`src/rtl/fill_span_writer.sv`:
```
// Span writer for the polygon fill path: streams one pixel per accepted cycle across each row's
// span and tracks row progress. Optional macro FILL_SPAN_CLIP_EN clips spans to a 640x480 screen.
module fill_span_writer (
   input  logic        clk,
   input  logic        n_rst,
   input  logic        math_done,
   input  logic [9:0]  y_start,
   input  logic [9:0]  y_end,
   input  logic [23:0] fill_color,
   input  logic        row_start,
   input  logic [9:0]  x_left,
   input  logic [9:0]  x_right,
   input  logic        fill_start,
   input  logic        wr_ready,
   output logic        wr_en,
   output logic [9:0]  wr_x,
   output logic [9:0]  wr_y,
   output logic [23:0] wr_color,
   output logic        fill_done,
   output logic        all_finish,
   output logic        busy
);

   typedef enum logic [1:0] {StIdle, StWrite, StFdone} state_e;

   state_e      state_q, state_d;
   logic [9:0]  cur_y_q, cur_y_d;
   logic [9:0]  last_y_q, last_y_d;
   logic [23:0] col_q, col_d;
   logic [9:0]  xa_q, xa_d;
   logic [9:0]  xb_q, xb_d;
   logic [9:0]  xe_q, xe_d;
   logic [9:0]  cur_x_q, cur_x_d;
   logic        all_finish_q, all_finish_d;

   logic [9:0]  xs_c, xe_c;
   logic        skip_c;

   always_ff @(posedge clk or negedge n_rst) begin
      if (!n_rst) begin
         state_q      <= StIdle;
         cur_y_q      <= '0;
         last_y_q     <= '0;
         col_q        <= '0;
         xa_q         <= '0;
         xb_q         <= '0;
         xe_q         <= '0;
         cur_x_q      <= '0;
         all_finish_q <= 1'b0;
      end else begin
         state_q      <= state_d;
         cur_y_q      <= cur_y_d;
         last_y_q     <= last_y_d;
         col_q        <= col_d;
         xa_q         <= xa_d;
         xb_q         <= xb_d;
         xe_q         <= xe_d;
         cur_x_q      <= cur_x_d;
         all_finish_q <= all_finish_d;
      end
   end

   // Span bounds come from the most recently captured edge pair, in either order.
   always_comb begin
      xs_c   = (xa_q < xb_q) ? xa_q : xb_q;
      xe_c   = (xa_q < xb_q) ? xb_q : xa_q;
      skip_c = 1'b0;
`ifdef FILL_SPAN_CLIP_EN
      if (xs_c > 10'd639) xs_c = 10'd639;
      if (xe_c > 10'd639) xe_c = 10'd639;
      skip_c = (cur_y_q > 10'd479);
`endif
   end

   always_comb begin
      state_d      = state_q;
      cur_y_d      = cur_y_q;
      last_y_d     = last_y_q;
      col_d        = col_q;
      xa_d         = xa_q;
      xb_d         = xb_q;
      xe_d         = xe_q;
      cur_x_d      = cur_x_q;
      all_finish_d = all_finish_q;

      if (row_start) begin
         xa_d = x_left;
         xb_d = x_right;
      end

      case (state_q)
         StIdle: begin
            if (math_done) begin
               cur_y_d      = y_start;
               last_y_d     = y_end;
               col_d        = fill_color;
               // An empty y range is finished as soon as it is loaded.
               all_finish_d = (y_start > y_end);
            end
            if (fill_start) begin
               cur_x_d = xs_c;
               xe_d    = xe_c;
               state_d = skip_c ? StFdone : StWrite;
            end
         end
         StWrite: begin
            if (wr_ready) begin
               if (cur_x_q == xe_q) state_d = StFdone;
               else                 cur_x_d = cur_x_q + 10'd1;
            end
         end
         StFdone: begin
            state_d = StIdle;
            if (cur_y_q == last_y_q) all_finish_d = 1'b1;
            else                     cur_y_d      = cur_y_q + 10'd1;
         end
         default: state_d = StIdle;
      endcase
   end

   assign wr_en      = (state_q == StWrite);
   assign wr_x       = cur_x_q;
   assign wr_y       = cur_y_q;
   assign wr_color   = col_q;
   assign fill_done  = (state_q == StFdone);
   assign all_finish = all_finish_q;
   assign busy       = (state_q != StIdle);

endmodule

```
`config.mk`:
```
export PLATFORM = sky130hd
export DESIGN_NAME = fill_span_writer
export DESIGN_NICKNAME = d
export VERILOG_FILES = /design/src/rtl/fill_span_writer.sv
export SDC_FILE = /design/constraint.sdc
export NUM_CORES = 1
export LEC_CHECK = 0
export ABC_CLOCK_PERIOD_IN_PS = 5490
export BUFFER_PORTS_ARGS = -buffer_cell sky130_fd_sc_hd__buf_2
export CAP_MARGIN = 20
export CORE_UTILIZATION = 45
export DETAILED_ROUTE_END_ITERATION = 12
export GPL_TIMING_DRIVEN = 0
export PLACE_DENSITY_LB_ADDON = 0.25
export SLEW_MARGIN = 20
export SYNTH_ARGS = -nofsm -noshare
export SYNTH_HDL_FRONTEND = slang
export SYNTH_SLANG_ARGS = --single-unit
```
`constraint.sdc`:
```
create_clock -name clk -period 5.49 [get_ports clk]
set_input_delay 1.098 -clock clk [delete_from_list [all_inputs] [get_ports clk]]
set_output_delay 1.098 -clock clk [all_outputs]
set_load 0.01 [all_outputs]
```
==> impl_metrics.yaml, run 1 <==
logic_synthesis:
  netlist_area_um2: 4640
  synthArstFlopShare_pct: 100
  synth-edff-count: 0
  ys_seq_area_share_pct: 47.0
  ys_warn_count: 0
  synth_area_per_cell_um2: 9.29
  ys.flop_type: "dfrtp_1"
  synthCells: 499
  synth_nets: 590
  synth_cell_types: 54
  synth.ff_latch_count: 87
pwr:
  p_leak_nw: 2.87
  vdd_drop_max_mv: 0.217
  powerDensity_nw_per_um2: 397
  total_power_mw: 2.23
grt:
  grt_pass1_vias: 3965
  grt_max_degree: 52
  antenna_found_initial: 0
  use_met2_pct: 34.6
  met1_usage_pct: 30.8
  grt_pass1_wl_um: 19000
  top_usage_layer: "met2"
  met3_usage_pct: 3.52
  grt_overflow: 0
  groute.usage.overall_pct: 22.0
status:
  status: "completed"
clock_tree:
  cts_sinks: 87
  cts_max_path_buffers: 2
  cts-root-buf: "clkbuf_8"
  clkSlewWorstSetupHoldPaths_ns: 0.09
  htree_levels: 3
  holdBufCountCts: 0
  clk_latency_ns: 0.36
  cts_buffers: 9
  cts_tree: "done"
  postCtsSetupRepairBufs: 0
  cts.repair.resized: 0
critical_path:
  start_kind: "flop"
  r2r_slack_ns: 3.22
  worstPathArrival_ns: 1.74
  path_cells: "nand2b_1, inv_1, clkbuf_1, buf_2"
  end_kind: "output pin"
  cpPeakStageDelay_ns: 0.44
  path_class: "flop to output pin"
  cp_top_family: "buffers and inverters"
  crit_buf_inv: 3
  crit_slowest_cell: "dfrtp_1"
  path_max_fanout: 10
  worstPathRequired_ns: 4.39
sta:
  hold_violations: 0
  setup-tns-final_ns: 0
  fin_crit_ns: 2.84
  worst_clock_skew_ns: 0.00702
  rsz0062_at_grt: "no"
  maxSlewViolCount: 0
  tightestPinTransition_ns: 0.509
  slew_headroom_pct: 66.1
  whs_ns: 0.479
  fin_crit_sh_pct: 51.7
  fmax_mhz: 352
  setup_viol: 0
final_layout:
  syn_to_final_growth_pct: 20.9
  antennaDiodeCount: 0
  layout.cells.non_filler: 765
  final_layout_size_suffix_gt1_share_pct: 25.8
  nets: 718
  final_cell_area_um2: 5610
die:
  coreArea_um2: 9860
  ios: 118
  die_w_um: 104
  initial_utilization_pct: 47.0
  die_h_um: 104
  dieArea_um2: 10700
  row_count: 36
routing:
  drtPass1Iterations: 5
  antenna_left: 0
  drt_iter0_drc: 225
  vias: 4040
  drc_errors: 0
  viasPerCell: 5.28
  routed_wl_um: 11100
  avgRoutedWirePerCell_um: 14.5
placed_design:
  place_congestion: 0.846
  postPlaceCellArea_um2: 5410
  port_buffers: 116
  dp_hpwl_um: 8520
  dp.cells: 749
worst_hold_path:
  hp-class: "flop to flop"
run:
  drv_cap: 0
-- cell families after synthesis --
logic type,synth area share [%]
DFF,47.0
buffers and inverters,4.51
muxes,6.77
xor gates and xnor gates,3.78
adders and majority gates,5.67
and+or+nand+nor,18.5
AOI/OAI and AO/OA,13.8
-- sequential cells by signal, summed over array words and instances, names as in the netlist --
register    count
all_finish      1
wr_x           10
last_y_q       10
state_q         2
wr_y           10
wr_color       24
xe_q           10
xb_q           10
xa_q           10
-- worst register-to-register path, stage by stage, from the launching register on --
cell and delay (ns):
dfrtp_1 0.44, ha_1 0.35, a21o_1 0.17, a21oi_1 0.13, o32ai_1 0.11, nor3_2 0.31, buf_4 0.27, mux2i_1 0.28
a21oi_1 0.10
-- stage by stage --
step	utilization (%)	setup WS (ns)
final	56.8	2.65
after floorplan	-	3.29
after global placement	54.6	2.59
after global routing	56.8	2.50
after CTS	56.8	2.63
after detailed placement	54.9	3.04
-- layout by cell type, fill, tap and decap left out, types with 2 or more instances in the layout --
cell and count:
a21oi_1 16, a21o_1 5, xor2_1 10, o21ai_0 25, nand2_1 117, buf_2 123, a41oi_1 2, or3_1 3
ha_1 21, nor4_2 2, nand3b_1 3, nor3_2 2, nand3_1 12, nor3_1 8, nand2b_1 3, o32ai_1 2
o211ai_1 3, mux2i_1 19, clkbuf_1 14, inv_1 26, o21ai_1 18, dfrtp_1 87, xnor2_1 10, mux2_2 11
o31ai_1 2, nand4_1 6, a211oi_1 5, o221a_2 2, and2_1 2, clkbuf_8 10, o22ai_1 8, nor2_1 22
and3_1 5, inv_2 2, buf_4 2
-- where the power goes --
| part | total [mW] | internal (mW) | switching (mW) |
|---|---|---|---|
| Clock | 0.447 | 0.223 | 0.224 |
| Combinational | 0.771 | 0.351 | 0.420 |
| Sequential | 1.01 | 0.831 | 0.179 |
| Total | 2.23 | 1.40 | 0.823 |
-- worst paths after layout --
check                            start     endpoint  cells after the start
hold / removal             wr_color[1]  wr_color[1]                      2
hold reg to reg            wr_color[1]  wr_color[1]                      2
setup reg to reg               xa_q[3]      wr_x[2]                      8
setup / recovery            state_q[1]        wr_en                      4
max in group asynchronous        n_rst      xb_q[3]                      2
min in group asynchronous        n_rst  last_y_q[3]                      1
-- synthesized netlist by cell type (6+ instances only) --
cell      number  area [um^2]
a21oi_1       16         80.1
buf_2          8         40.0
clkbuf_1      11         41.3
dfrtp_1       87         2180
ha_1          21          263
inv_1         26         97.6
mux2_2        11          124
mux2i_1       19          190
nand2_1      117          439
nand3_1       12         60.1
nand4_1        6         37.5
nor2_1        22         82.6
nor3_1         8         40.0
o21ai_0       25          125
o21ai_1       18         90.1
o22ai_1        8         50.1
xnor2_1       10         87.6
xor2_1        10         87.6
-- metal layers --
metal	vias to the layer above	part of all wire [%]
li1	1978	-
met1	1926	48
met2	121	45
met3	15	4.8
met4	0	1.8
met5	-	0
-- final cells by class --
cell class,instances,area [um^2]
Inverter,28,105
Clock buffer,13,149
Timing Repair Buffer,117,611
Fill cell,913,4260
Clock inverter,3,42.5
Buffer,22,104
Multi-Input combinational cell,362,2250
Sequential cell,87,2180
Tap cell,133,166
No activity file was read; power rests on OpenSTA's default activity.
==> inputs of run 2 (changes only) <==
ABC_CLOCK_PERIOD_IN_PS = 2400   (was 5490)
clock period = 2.4 ns   (was 5.49 ns; I/O delays follow)
==> impl_metrics.yaml, run 2 (synthesis gave the netlist of run 1 again) <==
status:
  status: "completed"
critical_path:
  worstPathArrival_ns: 2.48
  r2r_start: "xa_q[3]"
  end_kind: "flop"
  start_kind: "flop"
  reg2regPathDepth: 8
  path_common_cell: "a21oi_1"
  cpPeakStageDelay_ns: 0.44
  path_class: "flop to flop"
  critPathLaunch: "xa_q[3]"
  path_cells: "ha_1, a21o_1, a21oi_1, o32ai_1, nor3_2, buf_4, mux2i_2, a21oi_1"
  worstPathRequired_ns: 2.64
  path_max_fanout: 10
  crit_slowest_cell: "dfrtp_1"
clock_tree:
  htree_levels: 3
  cts-root-buf: "clkbuf_8"
  clkSlewWorstSetupHoldPaths_ns: 0.08
  cts_tree: "done"
  holdBufCountCts: 0
  cts_max_path_buffers: 2
  cts_buffers: 9
  cts_sinks: 87
  clk_latency_ns: 0.36
final_layout:
  final_layout_size_suffix_gt1_share_pct: 26.1
  final_common_cell: "buf_2"
  fillers: 909
  layout.cells.non_filler: 766
  antennaDiodeCount: 0
  syn_to_final_growth_pct: 21.1
  nets: 719
  largest_reg_flops: 24
  layout_common_cells: "buf_2 (123), nand2_1 (117), dfrtp_1 (87)"
die:
  initial_utilization_pct: 47.0
  row_count: 36
  die_h_um: 104
  ios: 118
  die_w_um: 104
  dieArea_um2: 10700
  coreArea_um2: 9860
routing:
  drtPass1Iterations: 4
  avgRoutedWirePerCell_um: 14.6
  vias: 4062
  routed_wl_um: 11200
  drt_iter0_drc: 215
  viasPerCell: 5.30
  drc_errors: 0
  antenna_left: 0
placed_design:
  dp.cells: 749
  port_buffers: 116
  preCtsSetupSlack_ns: 0.126
  dp_hpwl_um: 8520
  place_congestion: 0.846
sta:
  fin_crit_sh_pct: 93.3
  tightestPinTransition_ns: 0.509
  worst_clock_skew_ns: 0.00529
  setup_viol: 0
  whs_ns: 0.0796
  setup-tns-final_ns: 0
  hold_violations: 0
  slew_headroom_pct: 66.1
  fin_crit_ns: 2.24
  fin_ws_ns: 0.162
  maxSlewViolCount: 0
  fmax_mhz: 447
worst_hold_path:
  hp-class: "primary input to asynchronous set/reset pin"
grt:
  grt_pass1_wl_um: 19000
  grt_overflow: 0
  antenna_found_initial: 0
  grt_pass1_vias: 3965
  groute.usage.overall_pct: 22.0
  grt_max_degree: 52
pwr:
  total_power_mw: 5.11
  vdd_drop_max_mv: 0.514
  powerDensity_nw_per_um2: 910
  p_leak_nw: 2.87
run:
  drv_cap: 0
## run 2: final cells by class
type                    count  area [um^2]  share of cell area (%)
plain buffers              22          104                    1.85
clock buffers              13          149                    2.65
clock inverters             3         42.5                   0.757
inverters                  28          105                    1.87
multi-input cells         362         2250                    40.1
flip-flops and latches     87         2180                    38.8
well taps                 133          166                    2.96
repair buffers            118          618                    11.0
## run 2: worst max-delay path: cells and delay by family, from the launching register on
kind | cells | cell delay, ns
AOI/OAI and AO/OA | 4 | 0.51
DFF | 1 | 0.44
adders and majority gates | 1 | 0.35
muxes | 1 | 0.29
and+or+nand+nor | 1 | 0.27
buffers and inverters | 1 | 0.26
## run 2: path summary, 6_finish.rpt
path	end	slack (ns)
min in group clk	wr_color[2]	0.30
setup / recovery	wr_x[2]	0.16
max in group asynchronous	xb_q[3]	1.69
hold / removal	last_y_q[3]	0.08
hold reg to reg	wr_color[1]	0.48
setup reg to reg	wr_x[2]	0.16
## run 2: timing repair
item,CTS,global route
endpoints found under the setup margin,0,2
setup buffers,0,1
gates resized for setup,0,1
## run 2: metal layers
metal / vias to the layer above / track usage, % / share of wire [%]
li1: 1982 / - / -
met4: 0 / 8.07 / 1.8
met3: 15 / 3.52 / 4.6
met5: - / 0 / 0
met1: 1941 / 30.8 / 48
met2: 124 / 34.6 / 45
## run 2: through the flow
stage | util, % | area, um^2
after detailed placement | 54.9 | 5410
final | 56.9 | 5620
after CTS | 56.8 | 5610
after global placement | 54.6 | 5380
after floorplan | - | 4640
after global routing | 56.9 | 5620
## run 2: where the power goes
| group | internal [mW] | total, mW | switching (mW) |
|---|---|---|---|
| clock | 0.510 | 1.02 | 0.513 |
| sequential | 1.90 | 2.31 | 0.412 |
| combinational | 0.810 | 1.77 | 0.965 |
| total | 3.22 | 5.11 | 1.89 |
